<file path="config.mk">
export PLATFORM = sky130hd
export DESIGN_NAME = div_unit_flat
export DESIGN_NICKNAME = d
export VERILOG_FILES = /design/src/rtl/div_if.sv /design/src/rtl/div_unit.sv /design/src/flat_wrapper.sv
export SDC_FILE = /design/constraint.sdc
export NUM_CORES = 1
export LEC_CHECK = 0
export ABC_CLOCK_PERIOD_IN_PS = 4900
export CORE_ASPECT_RATIO = 0.5
export CORE_MARGIN = 1.5
export CORE_UTILIZATION = 52
export DETAILED_ROUTE_END_ITERATION = 6
export PLACE_DENSITY = 0.76
export REMOVE_ABC_BUFFERS = 1
export SLEW_MARGIN = 20
export SYNTH_ARGS = -nofsm -noshare
export SYNTH_HDL_FRONTEND = slang
export SYNTH_SLANG_ARGS = --single-unit
</file>
<file path="constraint.sdc">
create_clock -name clk -period 4.9 [get_ports clk]
set_input_delay 0.98 -clock clk [delete_from_list [all_inputs] [get_ports clk]]
set_output_delay 0.98 -clock clk [all_outputs]
set_load 0.05 [all_outputs]
</file>
<file path="src/rtl/div_if.sv">
// div_if: operand/result bundle between the EX stage and the divider.
//
// Handshake: the EX stage raises start and holds it, together with
// signed_div/a/b, while a divide sits in EX. The divider samples the
// operands on the first start cycle and answers with stall, which stays high
// until the cycle in which valid strobes for exactly one cycle with the
// result on hilo_out. The divider never gives backpressure on the result:
// EX advances in the valid cycle. cancel aborts at any time and
// suppresses stall and valid in the same cycle.
interface div_if #(
   parameter int WIDTH = 32
) ();
   logic                 start;
   logic                 signed_div;
   logic [WIDTH-1:0]     a;
   logic [WIDTH-1:0]     b;
   logic                 cancel;
   logic                 stall;
   logic                 busy;
   logic                 valid;
   logic [2*WIDTH-1:0]   hilo_out;

   modport master (
      output start, signed_div, a, b, cancel,
      input  stall, busy, valid, hilo_out
   );

   modport slave (
      input  start, signed_div, a, b, cancel,
      output stall, busy, valid, hilo_out
   );
endinterface

</file>
<file path="src/rtl/div_unit.sv">
// div_unit: multi-cycle radix-2 restoring divider for DIV/DIVU.
// Result is {remainder, quotient} for the HI/LO write path. Signed
// divides run on operand magnitudes and the signs are applied on the way
// into hilo_out. Divide-by-zero short-cuts straight to the result cycle.
module div_unit #(
   parameter int WIDTH = 32
) (
   input  logic       clk,
   input  logic       resetn,
   div_if.slave       bus,
   output logic [1:0] state_dbg
);

   localparam logic [1:0] IDLE = 2'd0;
   localparam logic [1:0] BUSY = 2'd1;
   localparam logic [1:0] DONE = 2'd2;

   localparam int            CW   = (WIDTH > 1) ? $clog2(WIDTH) : 1;
   localparam logic [CW-1:0] LAST = CW'(WIDTH - 1);

   logic [1:0]          state;
   logic [1:0]          state_nxt;
   logic [CW-1:0]       counter;
   logic [WIDTH-1:0]    rem;
   logic [WIDTH-1:0]    quo;
   logic [WIDTH-1:0]    dvsr;
   logic                qsign;
   logic                rsign;
   logic                valid_r;
   logic [2*WIDTH-1:0]  hilo_r;

   // operand capture helpers
   logic                a_neg;
   logic                b_neg;
   logic [WIDTH-1:0]    a_mag;
   logic [WIDTH-1:0]    b_mag;
   logic                div_zero;

   // one restoring iteration
   logic [WIDTH:0]      rem_sh;
   logic [WIDTH:0]      trial;
   logic                take;
   logic [WIDTH-1:0]    rem_nxt;
   logic [WIDTH-1:0]    quo_nxt;
   logic [WIDTH-1:0]    rem_fix;
   logic [WIDTH-1:0]    quo_fix;

   assign a_neg    = bus.signed_div & bus.a[WIDTH-1];
   assign b_neg    = bus.signed_div & bus.b[WIDTH-1];
   assign a_mag    = a_neg ? -bus.a : bus.a;
   assign b_mag    = b_neg ? -bus.b : bus.b;
   assign div_zero = (bus.b == '0);

   // Shift {rem, quo} left one place and try to subtract the divisor. When
   // the bit shifted out of rem is set the partial remainder already
   // exceeds any WIDTH-bit divisor, so the subtraction always succeeds.
   assign rem_sh  = {rem, quo[WIDTH-1]};
   assign trial   = rem_sh - {1'b0, dvsr};
   assign take    = rem_sh[WIDTH] | ~trial[WIDTH];
   assign rem_nxt = take ? trial[WIDTH-1:0] : rem_sh[WIDTH-1:0];
   assign quo_nxt = {quo[WIDTH-2:0], take};

   // Sign correction of the final iteration's outputs. The most negative
   // dividend over -1 wraps back to itself, which is the required result.
   assign rem_fix = rsign ? -rem_nxt : rem_nxt;
   assign quo_fix = qsign ? -quo_nxt : quo_nxt;

   // Next-state selection; cancel wins in every state.
   always_comb begin
      state_nxt = state;
      if (bus.cancel) begin
         state_nxt = IDLE;
      end else begin
         case (state)
            IDLE: begin
               if (bus.start) begin
                  state_nxt = div_zero ? DONE : BUSY;
               end
            end
            BUSY: begin
               if (counter == LAST) begin
                  state_nxt = DONE;
               end
            end
            DONE:    state_nxt = IDLE;
            default: state_nxt = IDLE;
         endcase
      end
   end

   // State register; valid is registered on entry into DONE.
   always_ff @(posedge clk or negedge resetn) begin
      if (!resetn) begin
         state   <= IDLE;
         valid_r <= 1'b0;
      end else begin
         state   <= state_nxt;
         valid_r <= (state_nxt == DONE);
      end
   end

   // Operand capture, iteration datapath and result register.
   always_ff @(posedge clk or negedge resetn) begin
      if (!resetn) begin
         counter <= '0;
         rem     <= '0;
         quo     <= '0;
         dvsr    <= '0;
         qsign   <= 1'b0;
         rsign   <= 1'b0;
         hilo_r  <= '0;
      end else if (bus.cancel) begin
         counter <= '0;
      end else begin
         case (state)
            IDLE: begin
               if (bus.start) begin
                  if (div_zero) begin
                     hilo_r <= {bus.a, {WIDTH{1'b1}}};
                  end else begin
                     rem     <= '0;
                     quo     <= a_mag;
                     dvsr    <= b_mag;
                     qsign   <= a_neg ^ b_neg;
                     rsign   <= a_neg;
                     counter <= '0;
                  end
               end
            end
            BUSY: begin
               rem     <= rem_nxt;
               quo     <= quo_nxt;
               counter <= counter + CW'(1);
               if (counter == LAST) begin
                  hilo_r <= {rem_fix, quo_fix};
               end
            end
            default: begin
               counter <= '0;
            end
         endcase
      end
   end

   assign bus.busy     = (state == BUSY);
   assign bus.valid    = valid_r & ~bus.cancel;
   assign bus.stall    = bus.start & ~bus.valid & ~bus.cancel;
   assign bus.hilo_out = hilo_r;
   assign state_dbg    = state;

endmodule

</file>
<file path="src/flat_wrapper.sv">
// flat-port wrapper written by rule: the top's interface ports become plain ports
module div_unit_flat 
#(
   parameter int WIDTH = 32
)
  (clk, resetn, state_dbg, bus_start, bus_signed_div, bus_a, bus_b, bus_cancel, bus_stall, bus_busy, bus_valid, bus_hilo_out);
  div_if #(.WIDTH(WIDTH)) bus_i ();
  input  logic clk;
  input  logic resetn;
  output logic [1:0] state_dbg;
  input wire logic [$bits(bus_i.start)-1:0] bus_start;
  input wire logic [$bits(bus_i.signed_div)-1:0] bus_signed_div;
  input wire logic [$bits(bus_i.a)-1:0] bus_a;
  input wire logic [$bits(bus_i.b)-1:0] bus_b;
  input wire logic [$bits(bus_i.cancel)-1:0] bus_cancel;
  output wire logic [$bits(bus_i.stall)-1:0] bus_stall;
  output wire logic [$bits(bus_i.busy)-1:0] bus_busy;
  output wire logic [$bits(bus_i.valid)-1:0] bus_valid;
  output wire logic [$bits(bus_i.hilo_out)-1:0] bus_hilo_out;
  assign bus_i.start = bus_start;
  assign bus_i.signed_div = bus_signed_div;
  assign bus_i.a = bus_a;
  assign bus_i.b = bus_b;
  assign bus_i.cancel = bus_cancel;
  assign bus_stall = bus_i.stall;
  assign bus_busy = bus_i.busy;
  assign bus_valid = bus_i.valid;
  assign bus_hilo_out = bus_i.hilo_out;
  div_unit #(.WIDTH(WIDTH)) u_core (.clk(clk), .resetn(resetn), .bus(bus_i), .state_dbg(state_dbg));
endmodule
</file>
==> results.yml <==
cts:
  cts_sinks: 170
  path_clk_slew_ns: 0.07
  post_cts_buffers: 0
  cts_tree: "yes"
  ctsResizeCount: 0
  clkLatencyLatePin_ns: 0.45
  cts_max_level: 4
  cts_buffers: 17
  holdBufCountCts: 0
  clk_path_buf_depth: 2
  cts_root_buf: "clkbuf_16"
routing:
  post_drt_wl_per_cell_um: 18.5
  drc: 0
  first_pass_iters: 7
  via_count: 11700
  routed_wl_um: 36500
  ant_nets: 0
  via_per_inst: 5.91
  first_iter_violations: 1271
die:
  io_pins: 138
  coreArea_um2: 22900
  die_w_um: 219
  start_util_pct: 53.2
  std_cell_rows: 39
  die_h_um: 111
  dieArea_um2: 24400
timing:
  grt_setup_unrepaired: "no"
  hold_violations: 0
  finalClockSkew_ns: 0.0104
  final.min_clock_period_ns: 4.53
  tightest_slew_ns: 0.973
  clock.fmax_ghz: 0.221
  drv_slew: 0
  slew_headroom_pct: 35.1
  period_share_pct: 92.5
  hold_ws_ns: 0.483
  fin_tns_setup_ns: 0
  setup-violations-final: 0
yosys:
  synth_cells: 1543
  yosys-top-cells-area: "dfrtp_1, a21oi_1, o21ai_0, nand2_1, nor2_1"
  ys_ff_latch: 170
  yosysWarnings: 0
  synth.distinct_cells: 84
  synth_most_common_cell: "nand2_1"
  yosysSeqAreaShare_pct: 34.9
  synth-edff-count: 0
  synth_commonest_cells: "nand2_1, a21oi_1, dfrtp_1, nor2_1, o21ai_0"
  async_flop_share_pct: 100
  yosys.area.top_type: "dfrtp_1"
  syn_area_um2: 12200
  synth_top_area_share_pct: 34.9
  ys.flop_type: "dfrtp_1"
  synth_area_per_cell_um2: 7.89
setup_path:
  required_ns: 5.23
  worstSetupPathType: "flop to flop"
  cp-start-kind: "flop"
  path_buf_inv: 1
  worst_ep_arrival_time_ns: 4.87
  cp_slowest_cell: "o311ai_0"
  path_delay_family: "compound AO/OA/AOI/OAI gates"
  path_cells: "ha_1 > buf_4 > nand4_1 > nor3_1 > o21ai_0 > and3_1 > o311ai_0 > o211ai_1 > a22o_2 > a211o_1 > nor4_2 > mux2i_1 > nand3_1"
  max_stage_delay_ns: 0.70
  endpoint_kind: "flop"
  crit_fanout: 6
power:
  ir_drop_mv: 0.207
  swShare_pct: 35.9
  combPwrFrac_pct: 28.9
  p_clk_share_pct: 31.5
  p_leak_nw: 6.22
  power_switching_mw: 1.50
  p_per_area_nw_per_um2: 288
  report.power.total_mw: 4.18
  power_frac_seq_pct: 39.6
  p_int_mw: 2.68
cells_and_area:
  multi_input_area_um2: 7390
  final_core_util_pct: 63.4
  n_fill_cell: 1965
  seq_area_um2: 4250
  nets: 1761
  layout-drive-gt1-share_pct: 6.54
  area_growth_pct: 19.2
  finish.instance_area_um2: 14500
global_route:
  grt_pass1_vias: 10900
  grt_max_degree: 107
  grt_use_total_pct: 30.3
  grt_overflow: 0
  antenna_found_initial: 2
  grt_first_pass_wirelength_um: 58200
placement:
  placed_area_um2: 14000
  detailed_place_hpwl_um: 27300
  port_buffers: 137
  gp_congestion: 0.967
run:
  drv_cap: 0
outcome:
  status: "completed"
worst_hold_path:
  hold_path.class: "flop to flop"
-- per-layer routing --
layer	vias to the layer above	global-route usage [%]	routed length [um]
li1	5711	-	-
met2	392	44.7	15900
met4	0	8.54	685
met5	-	0	0
met1	5530	44.4	17400
met3	42	6.64	2560
-- layout make-up --
class	count	area share, %
timing repair buffer	178	11.8
clock buffer	19	3.05
tap	307	2.65
antenna	2	0.0345
inverter	55	1.42
sequential	170	29.3
clock inverter	13	0.784
multi-input combinational	1231	50.9
-- cell usage in the layout, fill, tap and decap left out, types with 9 or more instances in the layout --
cell	n
and3_1	17
nor2_1	170
dfrtp_1	170
a31oi_1	27
o21a_1	10
xnor2_1	55
o21ai_0	144
ha_1	38
and2_1	20
a21o_1	9
buf_4	38
nand2b_1	10
or3_1	31
mux2i_1	18
nand3_1	23
clkdlybuf4s50_1	136
clkbuf_16	17
nand4_1	13
a21oi_1	182
nand2_1	183
nor4_1	13
o31ai_1	20
xor2_1	67
o41ai_1	9
nor3_1	34
inv_1	53
-- per-stage QoR --
step | cells | setup WS [ns]
after floorplan | 1456 | -0.959
final | 1975 | 0.365
after detailed placement | 1941 | 0.214
after global placement | 1941 | 0.293
after CTS | 1973 | 0.412
after global routing | 1974 | 0.0687
-- state kept, by name, indices dropped and copies added, names as in the netlist --
signal               flops
u_core.bus.hilo_out     64
u_core.dvsr             32
u_core.quo              32
u_core.rem              32
u_core.counter           5
u_core.state_dbg         2
u_core.qsign             1
u_core.rsign             1
u_core.valid_r           1
-- worst reg2reg max path: cells and delay by family (launching register included) --
family	cells	cell delay [ns]
AO/OA/AOI/OAI	5	1.92
adder cells (fa/ha/maj)	1	0.38
flip-flops	1	0.49
buffers and inverters	1	0.16
multiplexers	1	0.26
AND/OR/NAND/NOR	5	1.20
-- cells by family after synthesis --
kind of cell    count (synthesis)  synth area share (%)
compound gates                494                  24.7
xor+xnor                      122                  8.77
fa+ha+maj                      39                  4.07
buf+inv                       142                  4.49
flops                         170                  34.9
mux                            23                  1.94
simple gates                  553                  21.1
-- path summary, 6_finish.rpt --
kind / from / endpoint / slack [ns] / cells past startpoint
max reg2reg: u_core.rem[11] / u_core.bus.hilo_out[63] / 0.37 / 13
max in group asynchronous: resetn / u_core.bus.hilo_out[48] / 3.14 / 2
max: u_core.rem[11] / u_core.bus.hilo_out[63] / 0.37 / 13
min in group asynchronous: resetn / u_core.rem[8] / 0.63 / 1
min reg2reg: u_core.bus.hilo_out[42] / u_core.bus.hilo_out[42] / 0.48 / 2
min: u_core.bus.hilo_out[42] / u_core.bus.hilo_out[42] / 0.48 / 2
-- power by group through the flow --
stage	clock [mW]	sequential (mW)	combinational [mW]
6_report	1.32	1.66	1.21
4_1_cts	1.33	1.65	1.20
3_5_place_dp	0	1.68	1.19
3_3_place_gp	0	1.67	1.17
5_1_grt	1.39	1.68	1.34
2_1_floorplan	0	1.72	0.719
Note: power is estimated with default switching activity, not from simulation.
